## config.mk

```make
export PLATFORM = sky130hd
export DESIGN_NAME = register_bank
export DESIGN_NICKNAME = d
export VERILOG_FILES = /design/src/rtl/register_bank.sv
export SDC_FILE = /design/constraint.sdc
export NUM_CORES = 1
export LEC_CHECK = 0
export ABC_AREA = 1
export CORE_MARGIN = 3
export CORE_UTILIZATION = 30
export DETAILED_ROUTE_END_ITERATION = 10
export PLACE_DENSITY = 0.48
export SYNTH_ARGS = -nofsm -noshare
export SYNTH_HDL_FRONTEND = slang
export SYNTH_SLANG_ARGS = --single-unit
export TNS_END_PERCENT = 20
```

## constraint.sdc

```tcl
create_clock -name Clock -period 2.1 [get_ports Clock]
set_clock_uncertainty 0.15 [all_clocks]
set_input_delay 0.525 -clock Clock [delete_from_list [all_inputs] [get_ports Clock]]
set_output_delay 0.525 -clock Clock [all_outputs]
set_load 0.01 [all_outputs]
```

## src/rtl/register_bank.sv

```systemverilog
// Bank of NUM_REGS general-purpose registers sharing one data bus and one FunSel opcode.
// It has two combinational read ports, per-register zero flags and sticky wrap/clamp flags.
module register_bank #(
    parameter int               WIDTH       = 16,
    parameter int               NUM_REGS    = 4,
    parameter int               SATURATE    = 0,
    parameter logic [WIDTH-1:0] RESET_VALUE = '0,
    localparam int              SW          = (NUM_REGS > 2) ? $clog2(NUM_REGS) : 1
) (
    input  logic                Clock,
    input  logic                Reset,
    input  logic [WIDTH-1:0]    I,
    input  logic [2:0]          FunSel,
    input  logic [NUM_REGS-1:0] RegSel,
    input  logic [SW-1:0]       OutASel,
    input  logic [SW-1:0]       OutBSel,
    output logic [WIDTH-1:0]    OutA,
    output logic [WIDTH-1:0]    OutB,
    output logic [NUM_REGS-1:0] ZeroFlags,
    output logic [NUM_REGS-1:0] LimitFlags
);

    localparam int               H        = WIDTH / 2;
    localparam logic [WIDTH-1:0] ONE      = {{(WIDTH-1){1'b0}}, 1'b1};
    localparam logic [WIDTH-1:0] ALL_ONES = '1;

    typedef enum logic [2:0] {
        OP_DEC        = 3'b000,
        OP_INC        = 3'b001,
        OP_LOAD       = 3'b010,
        OP_CLEAR      = 3'b011,
        OP_LOAD_LOW   = 3'b100,
        OP_WRITE_LOW  = 3'b101,
        OP_WRITE_HIGH = 3'b110,
        OP_SEXT_LOW   = 3'b111
    } op_e;

    op_e                 op;
    logic [H-1:0]        low_in;
    logic [WIDTH-1:0]    regs_q [NUM_REGS];
    logic [WIDTH-1:0]    regs_d [NUM_REGS];
    logic [NUM_REGS-1:0] limit_q;
    logic [NUM_REGS-1:0] limit_d;

    assign op     = op_e'(FunSel);
    assign low_in = I[H-1:0];

    always_comb begin
        // NOTE: hold-by-default assignments come first, so unselected registers keep their value and no latch is inferred.
        regs_d  = regs_q;
        limit_d = limit_q;
        for (int k = 0; k < NUM_REGS; k++) begin
            if (RegSel[k]) begin
                unique case (op)
                    OP_DEC: begin
                        if (regs_q[k] == '0) begin
                            limit_d[k] = 1'b1;
                            regs_d[k]  = (SATURATE != 0) ? '0 : ALL_ONES;
                        end else begin
                            regs_d[k] = regs_q[k] - ONE;
                        end
                    end
                    OP_INC: begin
                        if (regs_q[k] == ALL_ONES) begin
                            limit_d[k] = 1'b1;
                            regs_d[k]  = (SATURATE != 0) ? ALL_ONES : '0;
                        end else begin
                            regs_d[k] = regs_q[k] + ONE;
                        end
                    end
                    OP_LOAD:       regs_d[k] = I;
                    OP_CLEAR: begin
                        regs_d[k]  = '0;
                        limit_d[k] = 1'b0;
                    end
                    OP_LOAD_LOW:   regs_d[k] = {{H{1'b0}}, low_in};
                    OP_WRITE_LOW:  regs_d[k][H-1:0] = low_in;
                    OP_WRITE_HIGH: regs_d[k][WIDTH-1:H] = low_in;
                    OP_SEXT_LOW:   regs_d[k] = {{H{low_in[H-1]}}, low_in};
                    default:       ;
                endcase
            end
        end
    end

    always_ff @(posedge Clock) begin
        if (Reset) begin
            // NOTE: the register array itself is reset, so read ports and ZeroFlags are defined from the first reset.
            for (int k = 0; k < NUM_REGS; k++) begin
                regs_q[k] <= RESET_VALUE;
            end
            limit_q <= '0;
        end else begin
            // NOTE: non-blocking updates make every register see pre-edge values of the whole bank.
            regs_q  <= regs_d;
            limit_q <= limit_d;
        end
    end

    // Unmatched addresses (>= NUM_REGS) fall through to zero.
    always_comb begin
        OutA      = '0;
        OutB      = '0;
        ZeroFlags = '0;
        for (int k = 0; k < NUM_REGS; k++) begin
            if (OutASel == k[SW-1:0]) OutA = regs_q[k];
            if (OutBSel == k[SW-1:0]) OutB = regs_q[k];
            ZeroFlags[k] = (regs_q[k] == '0);
        end
    end

    assign LimitFlags = limit_q;

endmodule

```

Word-level counts from Yosys, hierarchy flattened
Cells that the tools add are included.
{"block": "word_totals", "ff_bits": 68, "input_bits": 29, "out_inout_bits": 40}
{"block": "op_classes", "n_addsub": 8, "n_eq_ne": 25, "n_mux": 36, "n_reduce_logical": 24}
{"operator": "$mux W16", "n": 16}
{"operator": "$pmux W8 S6", "n": 4}
{"operator": "$pmux W8 S4", "n": 4}
{"operator": "$add A16 B1 Y16 const B", "n": 4}
{"operator": "$eq A16 B16 Y1 const B", "n": 4}
{"operator": "$logic_not A16 Y1", "n": 4}
{"operator": "$sub A16 B1 Y16 const B", "n": 4}
{"operator": "$ne A2 B2 Y1 const B", "n": 8}
{"operator": "$reduce_and A2 Y1", "n": 8}
{"operator": "$reduce_and A4 Y1", "n": 4}
{"operator": "$eq A3 B3 Y1 const B", "n": 4}
{"operator": "$pmux W1 S3", "n": 4}
{"operator": "$eq A2 B2 Y1 const B", "n": 4}
{"operator": "$mux W1", "n": 8}
{"operator": "$eq A3 B2 Y1 const B", "n": 2}
{"operator": "$reduce_bool A6 Y1", "n": 1}
{"operator": "$eq A2 B1 Y1 const B", "n": 2}
{"operator": "$logic_not A2 Y1", "n": 2}
{"operator": "$reduce_bool A4 Y1", "n": 1}
{"operator": "$reduce_or A4 Y1", "n": 1}
{"operator": "$eq A3 B1 Y1 const B", "n": 1}
{"operator": "$logic_not A3 Y1", "n": 1}
{"operator": "$reduce_bool A3 Y1", "n": 1}
{"operator": "$reduce_or A2 Y1", "n": 1}

Depth between registers and ports, before layout
{"block": "logic_depth", "word_depth": 5, "depth_mapped": 12}

Worst setup path before layout
Ideal clock, no wire load.
{"block": "synth_path", "path_kind": "input-to-output", "start": "input port OutBSel[1]", "end": "output port OutB[0]", "t_arrival_ns": 1.435, "t_required_ns": 1.425, "path_slack_ns": -0.010, "stages": 5, "path_buffers": 0, "path_cell_list": "nor2_1 clkinv_1 o22ai_1 a21oi_1 o21ai_0"}
{"block": "synth_via", "elab_chain_cells": 5}
{"element": "start: declaration", "line": "16", "text": "input logic [SW-1:0] OutBSel,"}
{"element": "$logic_not A2 Y1", "line": "107", "text": "if (OutBSel == k[SW-1:0]) OutB = regs_q[k];"}
{"element": "$mux W16 (3 in a row)", "line": "107"}
{"element": "$mux W16 *", "line": "107"}
{"element": "end: declaration", "line": "18", "text": "output logic [WIDTH-1:0] OutB,"}
Mark *: on every way between the ends. The rest lies on a longest branch, timed or not.

Worst setup path in the final report
{"block": "layout_path", "start": "register regs_q[1] in the netlist's numbering", "end": "output port ZeroFlags[3]"}
{"block": "layout_via", "elab_chain_cells": 1}
{"element": "start: declaration", "line": "40", "text": "logic [WIDTH-1:0] regs_q [NUM_REGS];"}
{"element": "start signal: assignment", "line": "95", "text": "regs_q <= regs_d;"}
{"element": "$logic_not A16 Y1", "line": "108", "text": "ZeroFlags[k] = (regs_q[k] == '0);"}
{"element": "end: declaration", "line": "19", "text": "output logic [NUM_REGS-1:0] ZeroFlags,"}
Every way passes these cells.

==> qor.yml <==
synth_area_um2: 7370
clock-root-buffer: "clkbuf_16"
power.density_nw_per_um2: 563
path_max_fanout: 2
crit_family: "simple AND/OR/NAND/NOR gates"
rsz0062_at_grt: "true"
max_stage_delay_ps: 320
clk_latency_ps: 360
synth_fp_nets: 1423
crit_buf_inv: 3
clockPowerShare: 0.258
synth_edf_count: 0
multi_input_area_um2: 5750
crit_required_ps: 1420
ys_types: 35
p_int_mw: 3.73
die_width_um: 163
core_area_um2: 23800
cts_buffers: 9
drv_slew: 0
htreeDepth: 3
antenna_found_initial: 0
setup_violations: 6
synth_top_family_by_area: "simple AND/OR/NAND/NOR gates"
grt_max_degree: 29
crit_type: "flop to output pin"
rows: 56
synth_common_cells: "nand2_1 (417), nand3_1 (196), nor2_1 (177), inv_1 (138), a21oi_1 (100)"
area_delta_synth_final_pct: 54.4
drt_iter0_drc: 1031
timing.final.crit_period_ps: 2230
synth-simple-area-share: 0.487
via_per_inst: 5.17
crit_chain: "inv_2, ha_4, nand3_4, nor2_4, nand3_2, nand3b_1, inv_1, buf_2"
p_leak_nw: 5.18
maxSlewHeadroom: 0.643
place.gp.congestion: 1.07
fin_util: 0.478
grtUsageTotal: 0.292
start_util: 0.310
die_area_um2: 26500
drt_wl_total_um: 38800
regArea_um2: 1390
syn_inst: 1384
hold_viol: 0
cp_slowest_cell: "dfxtp_2"
syn_area_per_cell_um2: 5.33
async_reset_ff_frac: 0
hold_slack_ps: 304
yosys.area.top_type: "nand2_1"
timing.final.crit_share: 1.06
cap_violations: 0
p_switching_mw: 2.68
yosysSeqAreaShare: 0.185
synth-xor-area-share: 0.0321
clockBufferDepth: 2
ant_nets: 0
dp_hpwl_um: 31400
grt.overflow.total: 0
power_frac_seq: 0.235
diodes: 0
arrival_ps: 1560
nNetsFinal: 1748
drive_gt1_frac: 0.313
setup-tns-final_ps: -252
grt_pass1_wl_um: 58800
setup_ws_ps: -135
vias: 10507
tritoncts: "built"
synth-seq-cells: 68
ys_warn_count: 0
final_cells: 2033
synthMuxAreaShare: 0
yosysMostFrequentCell: "nand2_1"
clock_sinks: 68
cp-start-kind: "flop"
yosys.area.top_type_share: 0.212
ys.flop_type: "dfxtp_1"
cts-hold-fix-buffers: 0
violations: "negative setup slack"
post-route-drc-count: 0
dpl.cell_count: 2003
netSwitchingFraction: 0.418
die_h_um: 163
ios: 69
synth_compound_area_frac: 0.168
synth.area.top_cells: "nand2_1 (21%), dfxtp_1 (18%), nand3_1 (13%)"
firstDrtPassIters: 5
status: "finished, violations left"
vdd_ir_drop_max_mv: 0.348
synth_fa_ha_area_frac: 0.0170
n_fill_cell: 2592
grt_pass1_vias: 9960
cp-end-kind: "output pin"
combPwrFrac: 0.507
path_clk_slew_ps: 70
wl_per_cell_um: 19.1
hp-class: "flop to flop"
port-buffer-count: 68
max_freq_ghz: 0.447
worst_pin_slew_ps: 534
sequential cells by signal, indices dropped and copies added, names as in the netlist:
| name | count |
|---|---|
| LimitFlags | 4 |
| regs_q | 64 |
tightest hold or removal path: cells and delay by family, from the launching register on:
kind | cells | cell delay [ps]
buffers and inverters | 1 | 50
flip-flops | 1 | 310
AO/OA/AOI/OAI | 1 | 50
area by class of cell:
class | count | area share
clock buffer | 11 | 0.0213
clock inverter | 5 | 0.00527
inverter | 144 | 0.0497
multi-input combinational | 1112 | 0.505
sequential | 68 | 0.122
tap | 319 | 0.0351
timing repair buffer | 374 | 0.261
path summary, 6_finish.rpt:
check	start	end	slack [ps]	cells after the start
worst max register to register	regs_q[26]$_SDFFE_PP0P_	regs_q[27]$_SDFFE_PP0P_	140	12
worst min-delay path	LimitFlags[2]$_SDFFE_PP0P_	LimitFlags[2]$_SDFFE_PP0P_	300	2
worst min register to register	LimitFlags[2]$_SDFFE_PP0P_	LimitFlags[2]$_SDFFE_PP0P_	300	2
worst max-delay path	regs_q[1]$_SDFFE_PP0P_	ZeroFlags[3]	-130	8
layout by cell type, fill, tap and decap left out, types with 24 or more instances in the layout:
cell type | synthesis | layout
a21oi_1 | 100 | 87
buf_2 | 28 | 33
buf_4 | 6 | 286
clkdlybuf4s50_1 | 0 | 24
dfxtp_1 | 68 | 46
inv_1 | 138 | 111
inv_2 | 5 | 29
nand2_1 | 417 | 410
nand3_1 | 196 | 191
nand4_1 | 26 | 26
nor2_1 | 177 | 148
nor2_2 | 7 | 26
o21ai_0 | 82 | 55
xor2_1 | 26 | 26
cell families after synthesis:
family                     after synthesis
and+or+nand+nor                        846
AOI/OAI and AO/OA                      229
buffers and inverters                  204
DFF                                     68
xor gates and xnor gates                27
adders and majority gates               10
power groups by stage:
stage	Combinational (mW)	Clock [mW]	Sequential (mW)
floorplan	1.46	0	1.49
global placement	2.99	0	1.51
detailed placement	2.98	0	1.51
CTS	3.07	1.71	1.49
global route	3.52	1.75	1.52
finish	3.25	1.65	1.51
per-stage QoR:
stage	area [um^2]	setup WS, ps	power, mW
after CTS	11000	-136	6.27
after global routing	11400	-214	6.79
after detailed placement	10500	-1040	4.50
after floorplan	7380	48.1	2.95
after global placement	10500	-1030	4.50
final	11400	-135	6.41
timing repair:
action | 4_1_cts | 5_1_grt
setup buffers | 7 | 7
setup endpoints to repair | 100 | 78
pin swaps | 16 | 16
gates cloned | 1 | 1
gates resized for setup | 302 | 107
layer usage:
metal  vias to the layer above  track usage  wire length, um
li1                       5197            -                -
met1                      4812        0.395            17200
met2                       429        0.468            17300
met3                        69       0.0519             3020
met4                         0       0.0965             1340
met5                         -            0                0
(Power assumes the default switching activity.)
